--- src/rtl/pipeline_hazard_ctrl_pkg.sv ---
`default_nettype none
// ============================================================================
// Module  : pipeline_pkg
// Purpose : Shared types and constants for the pipeline hazard controller.
//           state_t : trap sequencer states (RUN, HOLD, TRAP)
//           cause_t : latched trap cause (interrupt / undefined instruction)
//           c_defIntVector / c_defExcVector : default trap entry PCs
// Revision: 1.0 - initial release
// ============================================================================
package pipeline_pkg;

  typedef enum logic [1:0] {
    RUN  = 2'd0,
    HOLD = 2'd1,
    TRAP = 2'd2
  } state_t;

  typedef enum logic {
    CAUSE_INT   = 1'b0,
    CAUSE_UNDEF = 1'b1
  } cause_t;

  localparam logic [31:0] c_defIntVector = 32'h8000_0004;
  localparam logic [31:0] c_defExcVector = 32'h8000_0008;

endpackage
`default_nettype wire

--- src/rtl/pipeline_hazard_ctrl_fwd_select.sv ---
`default_nettype none
// ============================================================================
// Module  : hazard_fwd_select
// Purpose : Priority comparator choosing the youngest forwarding source whose
//           destination matches an EX source register.
// Ports   : iExAddr   - EX source register address
//           iSrcWrite - per-source write enable (index 0 youngest)
//           iSrcAddr  - per-source destination, source k at [k*ADDR_W +: ADDR_W]
//           oSel      - 0 = register file, k = source k-1
// Revision: 1.0 - initial release
// ============================================================================
module hazard_fwd_select #(
  parameter int ADDR_W     = 5,
  parameter int FWD_STAGES = 2,
  parameter int FSEL_W     = $clog2(FWD_STAGES + 1)
) (
  input  logic [ADDR_W-1:0]            iExAddr,
  input  logic [FWD_STAGES-1:0]        iSrcWrite,
  input  logic [FWD_STAGES*ADDR_W-1:0] iSrcAddr,
  output logic [FSEL_W-1:0]            oSel
);

  // Scan oldest to youngest so the lowest matching index is the last writer.
  // Register 0 is hard-wired zero and must never be forwarded.
  always_comb begin
    oSel = '0;
    for (int k = FWD_STAGES - 1; k >= 0; k--) begin
      if (iSrcWrite[k] &&
          (iSrcAddr[k*ADDR_W +: ADDR_W] != '0) &&
          (iSrcAddr[k*ADDR_W +: ADDR_W] == iExAddr)) begin
        oSel = FSEL_W'(k + 1);
      end
    end
  end

endmodule
`default_nettype wire

--- src/rtl/pipeline_hazard_ctrl.sv ---
`default_nettype none
// ============================================================================
// Module  : pipeline_hazard_ctrl
// Purpose : Hazard, forwarding and trap-sequencing controller for the
//           five-stage pipeline. Drives the pipeline register enables/flushes.
// Ports   : clk, reset             - clock, async active-high reset
//           iInterrupt, IF_PC      - interrupt request, fetch PC (kernel bit)
//           ID_*                   - decode-stage instruction info
//           EX_*                   - execute-stage instruction info
//           SrcRegWrite/Addr       - forwarding sources (index 0 youngest)
//           iMemBusy               - data memory stall
//           oForwardA/B            - operand forwarding selects
//           oPCWrite, oIF_ID_Write - PC / IF-ID enables
//           oIF_ID_Flush, oID_EX_Flush, oPipeFreeze
//           oPCRedirect, oRedirectPC, oEPCWrite, oEPC - trap entry
//           oStallCycles           - saturating count of PC-stall cycles
// Revision: 1.0 - initial release
// ============================================================================
module pipeline_hazard_ctrl
  import pipeline_pkg::*;
#(
  parameter int                ADDR_W     = 5,
  parameter int                DATA_W     = 32,
  parameter int                FWD_STAGES = 2,
  parameter int                KERNEL_BIT = 31,
  parameter logic [DATA_W-1:0] INT_VECTOR = DATA_W'(c_defIntVector),
  parameter logic [DATA_W-1:0] EXC_VECTOR = DATA_W'(c_defExcVector),
  localparam int               FSEL_W     = $clog2(FWD_STAGES + 1)
) (
  input  logic                         clk,
  input  logic                         reset,
  input  logic                         iInterrupt,
  input  logic [DATA_W-1:0]            IF_PC,
  input  logic                         ID_Valid,
  input  logic [DATA_W-1:0]            ID_PC_plus_4,
  input  logic [ADDR_W-1:0]            ID_Rs,
  input  logic [ADDR_W-1:0]            ID_Rt,
  input  logic                         ID_UsesRs,
  input  logic                         ID_UsesRt,
  input  logic                         ID_Undefined,
  input  logic                         ID_Jump,
  input  logic [ADDR_W-1:0]            EX_Rs,
  input  logic [ADDR_W-1:0]            EX_Rt,
  input  logic                         EX_MemRead,
  input  logic [ADDR_W-1:0]            EX_RegWriteAddr,
  input  logic                         EX_BranchTaken,
  input  logic [FWD_STAGES-1:0]        SrcRegWrite,
  input  logic [FWD_STAGES*ADDR_W-1:0] SrcRegWriteAddr,
  input  logic                         iMemBusy,
  output logic [FSEL_W-1:0]            oForwardA,
  output logic [FSEL_W-1:0]            oForwardB,
  output logic                         oPCWrite,
  output logic                         oIF_ID_Write,
  output logic                         oIF_ID_Flush,
  output logic                         oID_EX_Flush,
  output logic                         oPipeFreeze,
  output logic                         oPCRedirect,
  output logic [DATA_W-1:0]            oRedirectPC,
  output logic                         oEPCWrite,
  output logic [DATA_W-1:0]            oEPC,
  output logic [31:0]                  oStallCycles
);

  state_t            r_state;
  state_t            w_nextState;
  cause_t            r_cause;
  logic [DATA_W-1:0] r_epc;
  logic [31:0]       r_stallCycles;
  logic              w_trapReq;
  logic              w_loadUse;
  logic              w_capture;
  logic              w_unusedPcBits;

  // Only the kernel-mode bit of the fetch PC matters here.
  assign w_unusedPcBits = ^IF_PC;

  hazard_fwd_select #(.ADDR_W(ADDR_W), .FWD_STAGES(FWD_STAGES), .FSEL_W(FSEL_W)) u_fwdA (
    .iExAddr  (EX_Rs),
    .iSrcWrite(SrcRegWrite),
    .iSrcAddr (SrcRegWriteAddr),
    .oSel     (oForwardA)
  );

  hazard_fwd_select #(.ADDR_W(ADDR_W), .FWD_STAGES(FWD_STAGES), .FSEL_W(FSEL_W)) u_fwdB (
    .iExAddr  (EX_Rt),
    .iSrcWrite(SrcRegWrite),
    .iSrcAddr (SrcRegWriteAddr),
    .oSel     (oForwardB)
  );

  // Undefined opcodes trap in any mode; interrupts are masked in kernel mode.
  assign w_trapReq = ID_Valid & (ID_Undefined | (iInterrupt & ~IF_PC[KERNEL_BIT]));

  assign w_loadUse = EX_MemRead && (EX_RegWriteAddr != '0) &&
                     ((ID_UsesRs && (ID_Rs == EX_RegWriteAddr)) ||
                      (ID_UsesRt && (ID_Rt == EX_RegWriteAddr)));

  always_comb begin
    w_nextState  = r_state;
    w_capture    = 1'b0;
    oPCWrite     = 1'b1;
    oIF_ID_Write = 1'b1;
    oIF_ID_Flush = 1'b0;
    oID_EX_Flush = 1'b0;
    oPipeFreeze  = 1'b0;
    oPCRedirect  = 1'b0;
    oRedirectPC  = '0;
    oEPCWrite    = 1'b0;
    if (iMemBusy) begin
      // Whole pipeline frozen; sequencer holds its place.
      oPCWrite     = 1'b0;
      oIF_ID_Write = 1'b0;
      oPipeFreeze  = 1'b1;
    end else begin
      case (r_state)
        RUN: begin
          if (EX_BranchTaken) begin
            // Wrong-path ID instruction is squashed, so any trap it raised is dropped.
            oIF_ID_Flush = 1'b1;
            oID_EX_Flush = 1'b1;
          end else if (w_trapReq) begin
            oPCWrite     = 1'b0;
            oIF_ID_Write = 1'b0;
            oID_EX_Flush = 1'b1;
            w_capture    = 1'b1;
            w_nextState  = HOLD;
          end else if (w_loadUse) begin
            oPCWrite     = 1'b0;
            oIF_ID_Write = 1'b0;
            oID_EX_Flush = 1'b1;
          end else if (ID_Jump) begin
            oIF_ID_Flush = 1'b1;
          end
        end
        HOLD: begin
          oPCWrite     = 1'b0;
          oIF_ID_Write = 1'b0;
          oID_EX_Flush = 1'b1;
          w_nextState  = TRAP;
        end
        TRAP: begin
          oPCRedirect  = 1'b1;
          oRedirectPC  = (r_cause == CAUSE_UNDEF) ? EXC_VECTOR : INT_VECTOR;
          oIF_ID_Flush = 1'b1;
          oID_EX_Flush = 1'b1;
          oEPCWrite    = 1'b1;
          w_nextState  = RUN;
        end
        default: w_nextState = RUN;
      endcase
    end
  end

  always_ff @(posedge clk or posedge reset) begin
    if (reset) begin
      r_state       <= RUN;
      r_cause       <= CAUSE_INT;
      r_epc         <= '0;
      r_stallCycles <= '0;
    end else begin
      r_state <= w_nextState;
      if (w_capture) begin
        r_cause <= ID_Undefined ? CAUSE_UNDEF : CAUSE_INT;
        r_epc   <= ID_PC_plus_4 - DATA_W'(4);
      end
      if (!oPCWrite && (r_stallCycles != 32'hFFFF_FFFF)) begin
        r_stallCycles <= r_stallCycles + 32'd1;
      end
    end
  end

  assign oEPC         = r_epc;
  assign oStallCycles = r_stallCycles;

endmodule
`default_nettype wire

--- config.mk ---
export PLATFORM = sky130hd
export DESIGN_NAME = pipeline_hazard_ctrl
export DESIGN_NICKNAME = d
export VERILOG_FILES = /design/src/rtl/pipeline_hazard_ctrl_pkg.sv /design/src/rtl/pipeline_hazard_ctrl_fwd_select.sv /design/src/rtl/pipeline_hazard_ctrl.sv
export SDC_FILE = /design/constraint.sdc
export NUM_CORES = 1
export LEC_CHECK = 0
export CAP_MARGIN = 30
export CORE_ASPECT_RATIO = 0.75
export CORE_MARGIN = 2
export CORE_UTILIZATION = 64
export CTS_CLUSTER_DIAMETER = 50
export CTS_CLUSTER_SIZE = 25
export DETAILED_ROUTE_END_ITERATION = 10
export DONT_BUFFER_PORTS = 1
export GPL_TIMING_DRIVEN = 0
export PLACE_DENSITY_LB_ADDON = 0.12
export SLEW_MARGIN = 20
export SYNTH_ARGS = -nofsm -noshare
export SYNTH_HDL_FRONTEND = slang
export SYNTH_SLANG_ARGS = --single-unit
--- constraint.sdc ---
create_clock -name clk -period 2.8 [get_ports clk]
set_input_delay 0.56 -clock clk [delete_from_list [all_inputs] [get_ports clk]]
set_output_delay 0.56 -clock clk [all_outputs]
set_load 0.01 [all_outputs]
==> qor.txt <==
Outcome: finished, final reports clean
PwrDens: 708.9 nW/um2
Clock Tree Buf Depth: 2
FP Rows: 25
Number of vias per cell: 5.743
Most common library cell in the layout ignoring fill and taps: dfrtp_1
Post-synthesis compound-gate area fraction: 7.776%
Routed WL per cell: 17.06 um
Die width: 96.82 um
Vias in the first global route: 3,153
RR Endpoint: oStallCycles[25]
Main combinational cell family by area after synthesis: simple AND/OR/NAND/NOR gates
Post-Synth Adder-Cell Area: 2.118%
Residual DRC count: 0
Layout cells sized above 1: 14.63%
Antenna Cells: 0
Slew Viols, Final: 0
Final WL: 9774 um
PnR Total Power: 3.289 mW
Worst Hold Class: in2reg
Multiplexer share of the synthesized area: 0.8169%
Crit end category: output pin
IO buf count: 0
Clk slew on worst S/H paths: 0.07 ns
Hpwl dp: 7380 um
Antenna-violating nets left: 0
Part of the Yosys area used for sequential elements: 40.54%
Final hold violation count: 0
Clk_lat worst skew: 0.35 ns
R2R Setup Slk: 0.32 ns
Post-Syn Area: 4135 um2
Synth Area in XOR/XNOR: 18.21%
Seq cells post-synth: 67
Core Area: 6287 um2
Postcts setup bufs: 0
Nets: 607
Initial core utilization: 65.77%
Max Cap Viol: 0
Setup TNS: 0 ns
Reg-to-Reg Start: oStallCycles[0]
Synth Instances: 448
Clock sink count: 67
RSZ-0062 raised after global routing: false
Num CTS Buffers: 9
Tmin final: 2.608 ns
R2r worst-path depth: 8
CP Class: reg2out
Worst VDD drop: 0.0004143 V
Worst-Margin Slew: 0.6308 ns
Max Freq: 383.4 MHz
Largest net degree at the start of global routing: 60
Hold Path Origin: ID_PC_plus_4[2]
Routed via count: 3,291
GR Util All Layers: 26.80%
I/O pins: 219
Commonest cells after routing, fill and taps aside: 67 x dfrtp_1, 59 x xnor2_1, 53 x nand2_1, 33 x buf_4, 31 x o21ai_0
Total leakage power: 2.000 nW
Clk_skew: 0.008417 ns
TritonCTS clock tree: yes
DRT iter0 DRCs: 144
Syn_area_per_cell: 9.230 um2
Distinct cells, synth: 44
Die Y-Extent: 73.62 um
TritonRoute pass-1 iters: 4
Grt ovf: 0
Max-Slew Margin vs Limit: 57.56%
Non-Filler Instances: 573
Root Buffer: clkbuf_8
CP Max Fanout: 6
CP Launch Type: register
Die area: 7127 um2
Initial antenna violation count: 0
H-tree Lvls: 3
CP Data Required Time: 2.24 ns
Layout filler cell count: 472
Syn. warnings: 0
Gpl congestion: 0.8616
Tcrit/Tclk final: 93.16%
Setup violators final: 0
Simple-gate share of the synthesized area: 22.63%
Hold Crit Endpoint: oEPC[2]
Hold Path Stages: 1
Arr. time, crit path: 2.05 ns
First-pass GRT wire length: 15,010 um
Placed insts: 558
Area delta synth->final: 12.19%
critical path: stages (launching register included):
cell,delay [ns]
dfrtp_1,0.41
inv_1,0.13
ha_2,0.24
inv_1,0.07
a21oi_1,0.20
o21ai_1,0.18
a31oi_4,0.30
buf_4,0.18
layout make-up:
class,instances,area [um2],area share [%]
repair buffers,2,37.54,0.8091
flip-flops and latches,67,1677,36.14
well taps,81,101.3,2.184
clock buffers,9,123.9,2.670
inverters,9,36.28,0.7821
multi-input cells,356,2286,49.27
plain buffers,43,287.8,6.203
clock inverters,6,90.09,1.942
stage by stage:
stage	area, um2	hold WS (ns)	util [%]	setup slack (ns)
CTS	4608	0.3143	73.29	0.01226
detailed placement	4372	0.3444	69.53	-0.1964
global placement	4342	0.5136	69.05	-0.2205
global route	4639	0.3066	73.79	0.03634
finish	4639	0.3261	73.79	0.1916
floorplan	4240	0.4943	-	0.2168
synthesized netlist by cell type, drive strengths merged:
cell	number	area share, %
o41ai	1	0.21
nor4bb	1	0.24
o21ai	35	4.4
conb	1	0.091
nand2b	3	0.45
nand2	53	4.8
nor2	23	2.1
a21oi	3	0.36
and3	6	0.91
xor2	27	5.7
a21boi	2	0.36
a211oi	2	0.36
o31ai	1	0.18
nor4b	2	0.42
dfrtp	67	41
mux2	3	0.82
nand4	19	2.9
o221a	1	0.27
o22ai	1	0.15
nor3	14	1.8
inv	9	0.82
or4	12	2.5
a21o	2	0.36
ha	7	2.1
o21a	2	0.36
nor3b	1	0.18
or2	4	0.61
nor2b	4	0.61
o221ai	1	0.21
clkbuf	9	0.82
xnor2	59	12
buf	35	6.2
nand3	16	1.9
nor4	12	2.2
or3	5	0.76
and2	2	0.30
a31oi	2	0.30
a2111oi	1	0.21
power by group:
| group | total, mW | switching, mW | internal (mW) | leakage, nW |
|---|---|---|---|---|
| registers | 1.63 | 0.379 | 1.25 | 0.864 |
| logic | 0.771 | 0.433 | 0.339 | 1.03 |
| clock network | 0.890 | 0.391 | 0.499 | 0.106 |
sequential cells by signal, indices dropped and copies added, names as in the netlist:
name / cells
oStallCycles: 32
r_state: 2
oEPC: 32
r_cause: 1
how the worst max path moves through the flow:
stage | from | endpoint | slack, ns | depth (start not counted)
floorplan | ID_PC_plus_4[19] | oEPC[31] | 0.22 | 6
global placement | oStallCycles[0] | oStallCycles[25] | -0.22 | 9
detailed placement | oStallCycles[0] | oStallCycles[25] | -0.20 | 9
CTS | oStallCycles[0] | oStallCycles[25] | 0.01 | 9
global route | r_state[0] | oPCWrite | 0.04 | 7
finish | r_state[0] | oPCWrite | 0.19 | 7
kinds of logic (layout without fill, tap and decap cells):
group	Yosys count	count (layout)
AND/OR/NAND/NOR	177	177
XOR/XNOR	86	86
flip-flops	67	67
AO/OA/AOI/OAI	54	54
buffers and inverters	53	69
adder cells (fa/ha/maj)	7	7
multiplexers	3	3
other	1	29
repair_timing:
action                                  in CTS  in global routing
endpoints found under the setup margin      19                 21
endpoints found under the hold margin        8                  0
resized for setup                            3                 11
pin swaps                                    0                  0
hold buffers                                 1                  0
routing by layer:
layer  wire length, um  share of wire [%]  up-vias  track usage, %
met5                 0                  0        -               0
met1              4067                 42     1576           32.98
met3               856                8.8       11           10.94
met2              4744                 49      141           44.29
met4               105                1.1        0           7.668
li1                  -                  -     1563               -
No activity file was read; power rests on OpenSTA's default activity.
